===== src/rtl/morse_symbol_fifo.sv =====
// Circular symbol FIFO between the morse encoder and the display/transmit stage.
// First-word fall-through read, edge-triggered pop, optional change-detect writes.
module morse_symbol_fifo #(
    parameter int WIDTH         = 20,
    parameter int DEPTH         = 10,
    parameter int CHANGE_DETECT = 1,
    parameter int OVERWRITE     = 0,
    parameter int CW            = $clog2(DEPTH + 1)
) (
    input  logic             i_clk,
    input  logic             i_rst,
    input  logic [WIDTH-1:0] i_w_data,
    input  logic             i_w_valid,
    input  logic             i_r_next,
    output logic [WIDTH-1:0] o_r_data,
    output logic             o_r_valid,
    output logic             o_full,
    output logic             o_empty,
    output logic [CW-1:0]    o_count,
    output logic             buff_warn,
    output logic             o_overflow
);
    localparam int PW = (DEPTH > 1) ? $clog2(DEPTH) : 1;

    logic [WIDTH-1:0] mem_q [DEPTH];
    logic [PW-1:0]    wr_ptr_q, wr_ptr_d;
    logic [PW-1:0]    rd_ptr_q, rd_ptr_d;
    logic [CW-1:0]    count_q, count_d;
    logic [WIDTH-1:0] last_q, last_d;
    logic             have_last_q, have_last_d;
    logic             warn_q, warn_d;
    logic             ovf_q, ovf_d;
    logic             r_next_q;
    logic             wr_try, pop, store, full, empty;

    // DEPTH need not be a power of two, so wrap by explicit compare.
    function automatic logic [PW-1:0] ptr_inc(input logic [PW-1:0] p);
        return (p == PW'(DEPTH - 1)) ? '0 : p + 1'b1;
    endfunction

    always_comb begin
        full        = (count_q == CW'(DEPTH));
        empty       = (count_q == '0);
        wr_try      = i_w_valid && ((CHANGE_DETECT == 0) || !have_last_q || (i_w_data != last_q));
        pop         = i_r_next && !r_next_q && !empty;
        wr_ptr_d    = wr_ptr_q;
        rd_ptr_d    = rd_ptr_q;
        count_d     = count_q;
        last_d      = last_q;
        have_last_d = have_last_q;
        warn_d      = 1'b0;
        ovf_d       = ovf_q;
        store       = 1'b0;

        if (pop) begin
            rd_ptr_d = ptr_inc(rd_ptr_q);
        end
        // The last attempted word is remembered even if it ends up dropped.
        if (wr_try) begin
            last_d      = i_w_data;
            have_last_d = 1'b1;
            if (!full || pop) begin
                store = 1'b1;
            end else begin
                warn_d = 1'b1;
                ovf_d  = 1'b1;
                if (OVERWRITE != 0) begin
                    store    = 1'b1;
                    rd_ptr_d = ptr_inc(rd_ptr_q);
                end
            end
        end
        if (store) begin
            wr_ptr_d = ptr_inc(wr_ptr_q);
        end

        if (pop && !store) begin
            count_d = count_q - 1'b1;
        end else if (store && !pop && !full) begin
            count_d = count_q + 1'b1;
        end
    end

    always_ff @(posedge i_clk) begin
        if (i_rst) begin
            wr_ptr_q    <= '0;
            rd_ptr_q    <= '0;
            count_q     <= '0;
            last_q      <= '0;
            have_last_q <= 1'b0;
            warn_q      <= 1'b0;
            ovf_q       <= 1'b0;
            r_next_q    <= 1'b0;
        end else begin
            wr_ptr_q    <= wr_ptr_d;
            rd_ptr_q    <= rd_ptr_d;
            count_q     <= count_d;
            last_q      <= last_d;
            have_last_q <= have_last_d;
            warn_q      <= warn_d;
            ovf_q       <= ovf_d;
            r_next_q    <= i_r_next;
        end
    end

    // Storage is never reset; emptiness alone masks stale contents.
    always_ff @(posedge i_clk) begin
        if (store && !i_rst) begin
            mem_q[wr_ptr_q] <= i_w_data;
        end
    end

    assign o_r_data   = empty ? '0 : mem_q[rd_ptr_q];
    assign o_r_valid  = !empty;
    assign o_full     = full;
    assign o_empty    = empty;
    assign o_count    = count_q;
    assign buff_warn  = warn_q;
    assign o_overflow = ovf_q;
endmodule


===== config.mk =====
export PLATFORM = sky130hd
export DESIGN_NAME = morse_symbol_fifo
export DESIGN_NICKNAME = d
export VERILOG_FILES = /design/src/rtl/morse_symbol_fifo.sv
export SDC_FILE = /design/constraint.sdc
export NUM_CORES = 1
export LEC_CHECK = 0
export ABC_CLOCK_PERIOD_IN_PS = 5750
export CORE_MARGIN = 4
export CORE_UTILIZATION = 60
export CTS_CLUSTER_DIAMETER = 150
export CTS_CLUSTER_SIZE = 24
export DETAILED_ROUTE_END_ITERATION = 16
export GPL_TIMING_DRIVEN = 0
export PLACE_DENSITY_LB_ADDON = 0.05
export SLEW_MARGIN = 30
export SYNTH_ARGS = -nofsm -noshare
export SYNTH_HDL_FRONTEND = slang
export SYNTH_SLANG_ARGS = --single-unit

===== constraint.sdc =====
create_clock -name i_clk -period 5.75 [get_ports i_clk]
set_input_delay 1.15 -clock i_clk [delete_from_list [all_inputs] [get_ports i_clk]]
set_output_delay 1.15 -clock i_clk [all_outputs]
set_load 0.05 [all_outputs]

; ---- Word level (Yosys, flattened, before mapping)
; Memory sizes are Yosys's and may differ from the RTL's. A register that Yosys moved wholly into a read port is not among the register bits.
; Cells that the tools add are included.
[totals]
ramBits = 200
in_bits = 24
reg_bits = 36
latch_bits = 0
n_memories = 1
rom_bits = 0
elab_cells = 51
output_inout_bits = 29
[mem_list]
columns = memory, words, width, rd, rd_ports_with_merged_regs, write_ports, line
row1 = mem_q, 10, 20, 1, 1, 1, 25  ; logic [WIDTH-1:0] mem_q [DEPTH];
[op_classes]
n_reduce_logical = 20
add_sub_neg = 4
mul = 0
shifts = 0
div_mod_pow = 0
n_eq_ne = 4
mux = 12
n_lt_le_gt_ge = 0
bitwise = 2
[ops]
columns = operator, n
row1 = $mux W4, 6
row2 = $mux W20, 1
row3 = $ne A20 B20 Y1, 1
row4 = $add A4 B1 Y4 const B, 3
row5 = $eq A4 B4 Y1 const B, 3
row6 = $logic_and A1 B1 Y1, 7
row7 = $logic_not A1 Y1, 7
row8 = $mux W1, 5
row9 = $logic_not A4 Y1, 1
row10 = $sub A4 B1 Y4 const B, 1
row11 = $logic_or A1 B1 Y1, 2
row12 = $not A1 Y1, 2
row13 = $reduce_and A2 Y1, 1
row14 = $reduce_bool A2 Y1, 1
row15 = $reduce_or A2 Y1, 1

; ---- Longest topological paths before layout
; Gate-level depths: netlist of the first run.
[depth]
depth_word = 10
depth_mapped = 11
mapped_depth_nobuf = 11

; ---- Worst setup path after synthesis of the first run
; No wires, ideal clock.
[synth_path]
path_type = register to output
startpoint = register count_q[0] (netlist: o_count[0])
endpoint = output port o_r_data[10]
n_path_buf = 1
path_stages_with_launch = 6
required_ps = 4600
path_slack_ps = 1537
arrival_ps = 3063
cell_sequence = dfxtp_1 nor3_1 nand2_1 inv_1 clkbuf_1 a211oi_1
[synth_between]
elab_chain_cells = 2
[synth_rtl]
columns = element, line
row1 = from (decl), 28  ; logic [CW-1:0] count_q, count_d;
row2 = from (signal assigned), 97  ; count_q <= count_d;
row3 = $logic_not A4 Y1, 43  ; empty = (count_q == '0);
row4 = via o_empty, 18  ; output logic o_empty,
row5 = $mux W20, 113  ; assign o_r_data = empty ? '0 : mem_q[rd_ptr_q];
row6 = to (decl), 15  ; output logic [WIDTH-1:0] o_r_data,
; The timed path passes the listed nets, and every way through them passes these cells.

==> results of run 1 <==
-- Yosys cell counts, types with 3 or more instances --
master	number	area share (%)
nand3_1	3	0.16
dfxtp_1	40	8.4
clkbuf_1	20	0.79
buf_2	6	0.32
a211oi_1	41	3.2
mux2i_1	43	4.5
nor2_1	47	1.9
xnor2_1	16	1.5
xor2_1	9	0.83
nand4_1	4	0.26
inv_1	8	0.32
nor2b_1	23	1.5
nand2_1	6	0.24
a21oi_1	4	0.21
edfxtp_1	200	63
mux4_2	40	9.5
nor3_1	6	0.32
-- metal layers --
layer	vias up	global-route usage [%]
met5	-	0
met4	0	6.00
met3	34	2.59
met2	144	37.6
met1	2587	31.1
li1	2295	-
-- sequential cells by signal, summed over array words and instances, names as in the netlist, named ones only --
register	count
o_overflow	1
have_last_q	1
buff_warn	1
mem_q	200
rd_ptr_q	4
last_q	20
r_next_q	1
o_count	4
wr_ptr_q	4
-- power by group --
| part | internal (mW) | switching, mW | total [mW] |
|---|---|---|---|
| Sequential | 1.93 | 0.0343 | 1.96 |
| Clock | 0.432 | 0.501 | 0.933 |
| Combinational | 0.548 | 0.931 | 1.48 |
| Total | 2.91 | 1.47 | 4.38 |
-- worst max path at each step --
| stage | end | startpoint | depth (start not counted) | slack [ns] |
|---|---|---|---|---|
| detailed placement | o_count[3] | i_w_data[1] | 12 | 1.10 |
| finish | o_r_data[17] | flop | 6 | 1.11 |
| global route | o_r_data[17] | flop | 6 | 0.87 |
| global placement | mem_q[6][7] | i_w_data[11] | 9 | -0.56 |
| CTS | o_r_data[17] | flop | 6 | 1.04 |
| floorplan | o_r_data[10] | o_count[0] | 5 | 1.54 |
-- kinds of logic after synthesis --
kind of cell             after synthesis  synth area share [%]
multiplexers                          84                  14.1
AO/OA/AOI/OAI                         54                  4.30
flip-flops                           240                  71.5
adder cells (fa/ha/maj)                3                 0.473
AND/OR/NAND/NOR                      105                  5.52
XOR/XNOR                              25                  2.30
buffers and inverters                 38                  1.77
-- metrics by stage --
stage          setup TNS (ns)  hold slack, ns
2_1_floorplan               0           0.440
3_3_place_gp           -16.33           0.452
3_5_place_dp                0           0.468
4_1_cts                     0           0.495
5_1_grt                     0           0.520
6_report                    0           0.493
-- critical path, stage by stage (launching register included) --
cell,delay (ns)
dfxtp_1,0.32
buf_2,0.18
buf_2,0.40
buf_1,0.72
mux2i_1,0.18
a211oi_1,0.32
clkdlybuf4s50_1,0.86
-- layout make-up --
cell class	count	area share (%)
timing repair buffer	64	6.67
buffer	30	1.27
multi-input combinational	271	23.9
inverter	8	0.274
tap	211	2.41
sequential	240	62.2
clock buffer	21	3.25
clock inverter	1	0.0800
==> key figures, run 1 <==
Run status
  – Status: complete, no violations

STA
  – Final WS setup: 1.11 ns
  – Final Max Tran Viols: 0
  – Worst-margin pin slew: 0.900 ns
  – Worst Skew: 0.0245 ns
  – Crit path time final: 4.64 ns
  – Endpoints failing hold: 0
  – Maximum clock frequency: 216 MHz
  – Final period util: 80.6%
  – Worst rel slew slack: 40.0%
  – # setup viols final: 0
  – RSZ-0062 raised after global routing: no

Critical path
  – Terminus of the critical flop-to-flop path: o_count[3]
  – Reg2reg setup slack: 2.64 ns
  – Critical Path Sink Type: primary output
  – Startpoint types: flop
  – Arrival @ worst endpoint: 3.49 ns
  – Crit Path Category: flop to primary output
  – Critical path fanouts, max: 10
  – Worst path required time: 4.60 ns
  – Critical R2R Launch: last_q[16]
  – R2R depth: 11

Route
  – Max layer used: met4
  – Vias per std cell: 5.98
  – DR pass1 iterations: 4
  – Wire length on met2: 9.67 mm
  – DRT iter0 DRCs: 398
  – Post-DRT Antenna Nets: 0
  – DR WL met3: 1.03 mm
  – Vias: 5,060
  – Routed WL per cell: 22.6 µm
  – Wl on met1: 7.92 mm
  – Post-Route WL: 19.1 mm
  – Residual DRC count: 0

Floorplan
  – Die area: 0.0179 mm²
  – Die height: 134 µm
  – FP Rows: 45
  – Floorplan die width: 134 µm
  – Initial Util: 61.9%
  – Std-Cell Core Area: 0.0154 mm²
  – IO Pins: 53

Final layout
  – Commonest non-fill, non-tap cell in the layout: edfxtp_1
  – Layout filler cell count: 1,015
  – Final instance area: 0.0109 mm²
  – Layout overhead on the synthesized area: 15.0%
  – Share of layout cells above drive strength 1: 14.5%
  – Register area: 0.00681 mm²
  – Multi-input gate area: 0.00262 mm²
  – Ant. Diodes: 0
  – Core Util, Final: 71.2%
  – Final Non-Filler Cells: 846
  – Commonest cells after routing, fill and taps aside: edfxtp_1, clkdlybuf4s50_1, mux2i_1
  – Post-layout nets: 655

Global routing
  – First-pass GRT wire length: 30.4 mm
  – Grt ovf: 0
  – Tot GR Track Use: 22.2%
  – Number of antenna violations at the first check in global routing: 0
  – Largest net degree at the start of global routing: 26
  – Vias in the first global route: 5,275

Power and ir drop
  – Pwr Density: 400 mW/mm²
  – Total Power: 4.38 mW
  – LEAKAGE: 3.49 nW
  – Max IR drop VDD: 0.354 mV

Synthesis
  – Synth Flop Type: edfxtp_1
  – Synth warn: 0
  – Mapped Nets: 576
  – Post-synth EDFFs: 200
  – Syn Inst Count: 549
  – Sequential-to-total area share from yosys stat: 71.5%
  – Ys async rst share: 0%
  – Synth cell types: 43
  – Seq cells post-synth: 240
  – Post-Syn Area per Cell: 17.3 µm²
  – Synthesized area: 0.00952 mm²

Clocking
  – Postcts setup bufs: 0
  – CTS tree: yes
  – TritonCTS buffer count: 13
  – CTS clock-pin slew for the worst setup and hold paths: 0.09 ns
  – Max Buffers Root-to-Sink: 3
  – Hold buffer count at CTS: 0
  – Clk_lat worst skew: 0.48 ns
  – Count of clock tree sinks: 240
  – Root buf cell: clkbuf_16
  – CTS H-tree depth: 1
  – PostCTS Resize Cnt: 0

Flow run
  – Maxcap violations: 0

Placed design
  – Setup WS pre-CTS: 1.10 ns
  – Count of input and output buffers: 51
  – Dpl hpwl: 13.2 mm
  – Final Wtd Congestion: 0.798
  – Area after DPL: 0.0106 mm²
  – Cells after DPL: 824

Worst hold path
  – Worst hold stages: 2
  – Hold Crit Start: o_overflow
  – Min-Delay Path Class: flop to flop
  – WHS Endpoint: o_overflow
Power figures use the tool's default switching activity.
==> inputs of run 2 (changes only) <==
--- a/config.mk
+++ b/config.mk
@@ -5,9 +5,9 @@
 export SDC_FILE = /design/constraint.sdc
 export NUM_CORES = 1
 export LEC_CHECK = 0
-export ABC_CLOCK_PERIOD_IN_PS = 5750
+export ABC_CLOCK_PERIOD_IN_PS = 4790
 export CORE_MARGIN = 4
-export CORE_UTILIZATION = 60
+export CORE_UTILIZATION = 59
 export CTS_CLUSTER_DIAMETER = 150
 export CTS_CLUSTER_SIZE = 24
 export DETAILED_ROUTE_END_ITERATION = 16
==> constraint.sdc (replaced) <==
create_clock -name i_clk -period 4.79 [get_ports i_clk]
set_input_delay 0.958 -clock i_clk [delete_from_list [all_inputs] [get_ports i_clk]]
set_output_delay 0.958 -clock i_clk [all_outputs]
set_load 0.05 [all_outputs]
==> run 2 against run 1 <==
Effect of this change: clock power increased by 19%; final area shrank 0.37%; combinational power grew 20%.
==> key figures, run 2 (synthesis results as in run 1) <==
Run status
  – Status: complete, no violations

Floorplan
  – Initial Util: 60.2%
  – FP Rows: 46
  – Floorplan die width: 135 µm
  – IO Pins: 53
  – Die area: 0.0182 mm²
  – Die height: 135 µm
  – Std-Cell Core Area: 0.0158 mm²

Critical path
  – Critical Path, Cell by Cell: buf_2, buf_2, buf_1, mux2i_1, a211oi_1, clkdlybuf4s50_1
  – Cell mode on critical path: buf_2
  – Critical R2R Launch: last_q[16]
  – Terminus of the critical flop-to-flop path: o_count[3]
  – Worst path slowest cell: clkdlybuf4s50_1
  – Critical path fanouts, max: 10
  – Worst path required time: 3.83 ns
  – Startpoint types: flop
  – Crit Path Category: flop to primary output
  – R2R depth: 11
  – Biggest cell delay along the critical path: 0.86 ns
  – Reg2reg setup slack: 1.67 ns
  – Arrival @ worst endpoint: 3.38 ns
  – Critical Path Sink Type: primary output

Final layout
  – Post-layout nets: 655
  – Ant. Diodes: 0
  – Commonest non-fill, non-tap cell in the layout: edfxtp_1
  – Regs by FF count: mem_q: 200 flops, last_q: 20 flops
  – Final instance area: 0.0109 mm²
  – Flip-flop count of the largest register after layout: 200
  – Core Util, Final: 68.9%
  – Layout filler cell count: 1,027
  – Layout overhead on the synthesized area: 14.6%
  – Reg with most FFs: mem_q
  – Commonest cells after routing, fill and taps aside: edfxtp_1, clkdlybuf4s50_1, mux2i_1
  – Share of layout cells above drive strength 1: 14.4%

STA
  – Worst-margin pin slew: 0.901 ns
  – Final period util: 90.6%
  – RSZ-0062 raised after global routing: no
  – Maximum clock frequency: 231 MHz
  – Final Max Tran Viols: 0
  – Worst rel slew slack: 39.9%
  – Worst Skew: 0.0147 ns
  – Crit path time final: 4.34 ns
  – Endpoints failing hold: 0
  – # setup viols final: 0
  – Final WS setup: 0.452 ns

Global routing
  – Grt ovf: 0
  – Largest net degree at the start of global routing: 26
  – Tot GR Track Use: 21.7%
  – Number of antenna violations at the first check in global routing: 0
  – Vias in the first global route: 5,271
  – First-pass GRT wire length: 29.9 mm

Power and ir drop
  – Max IR drop VDD: 0.447 mV
  – Pwr Density: 480 mW/mm²
  – Total Power: 5.24 mW
  – LEAKAGE: 3.47 nW

Route
  – DR pass1 iterations: 5
  – Post-Route WL: 19.2 mm
  – Vias per std cell: 6.00
  – Post-DRT Antenna Nets: 0
  – Residual DRC count: 0
  – DRT iter0 DRCs: 369
  – Routed WL per cell: 22.6 µm
  – Vias: 5,098

Placed design
  – Final Wtd Congestion: 0.815
  – Setup WS pre-CTS: 0.325 ns
  – Area after DPL: 0.0106 mm²
  – Dpl hpwl: 13.1 mm
  – Count of input and output buffers: 51

Worst hold path
  – WHS Endpoint: have_last_q
  – Hold Crit Start: have_last_q
  – Min-Delay Path Class: flop to flop
  – Worst hold stages: 2

Clocking
  – CTS H-tree depth: 1
  – Clk_lat worst skew: 0.46 ns
  – Count of clock tree sinks: 240
  – CTS tree: yes
  – Postcts setup bufs: 0
  – CTS clock-pin slew for the worst setup and hold paths: 0.09 ns
  – TritonCTS buffer count: 13
  – Root buf cell: clkbuf_16
  – Hold buffer count at CTS: 0
  – PostCTS Resize Cnt: 0
  – Max Buffers Root-to-Sink: 3

Flow run
  – Maxcap violations: 0
run 2: changes by cell type in the layout (fill, tap and decap cells not counted):
cell    delta
buf_16     -3
buf_8      +3
inv_6      -1
run 2: cell type report:
| class | instances | area [µm²] | area share [%] |
|---|---|---|---|
| inverters | 8 | 30.0 | 0.275 |
| flip-flops and latches | 240 | 6810 | 62.4 |
| well taps | 216 | 270 | 2.48 |
| repair buffers | 64 | 693 | 6.35 |
| clock buffers | 21 | 355 | 3.26 |
| multi-input cells | 271 | 2620 | 24.0 |
| plain buffers | 30 | 139 | 1.27 |
run 2: worst max path at each step:
stage	startpoint	cells after the start	to	slack [ns]
3_3_place_gp	i_w_data[16]	9	mem_q[6][9]	-1.55
6_report	flop	6	o_r_data[13]	0.45
5_1_grt	flop	6	o_r_data[13]	0.21
4_1_cts	flop	6	o_r_data[13]	0.35
3_5_place_dp	i_w_data[16]	12	o_count[3]	0.32
2_1_floorplan	o_count[0]	5	o_r_data[10]	0.77
run 2: worst max-delay path, delay by kind of cell, from the launching register on:
kind	cells	cell delay [ns]
flip-flops	1	0.31
multiplexers	1	0.17
AO/OA/AOI/OAI	1	0.31
buffers and inverters	4	2.12
run 2: metrics by stage:
| step | setup TNS (ns) | std cells | hold WS, ns |
|---|---|---|---|
| 3_3_place_gp | -89.17 | 816 | 0.450 |
| 3_5_place_dp | 0 | 829 | 0.467 |
| 6_report | 0 | 850 | 0.489 |
| 4_1_cts | 0 | 850 | 0.490 |
| 5_1_grt | 0 | 850 | 0.512 |
| 2_1_floorplan | 0 | 549 | 0.440 |
run 2: metal layers:
| layer | global-route usage, % | wire length, µm | part of all wire (%) | up-vias |
|---|---|---|---|---|
| li1 | - | - | - | 2292 |
| met1 | 31.3 | 8460 | 44 | 2628 |
| met2 | 36.1 | 9440 | 49 | 145 |
| met3 | 2.57 | 885 | 4.6 | 33 |
| met4 | 5.43 | 437 | 2.3 | 0 |
| met5 | 0 | 0 | 0 | - |
run 2: where the power goes:
part	internal (mW)	total [mW]	switching (mW)	leakage (nW)
Combinational	0.656	1.77	1.12	1.17
Sequential	2.32	2.36	0.0390	2.13
Clock	0.514	1.11	0.595	0.170
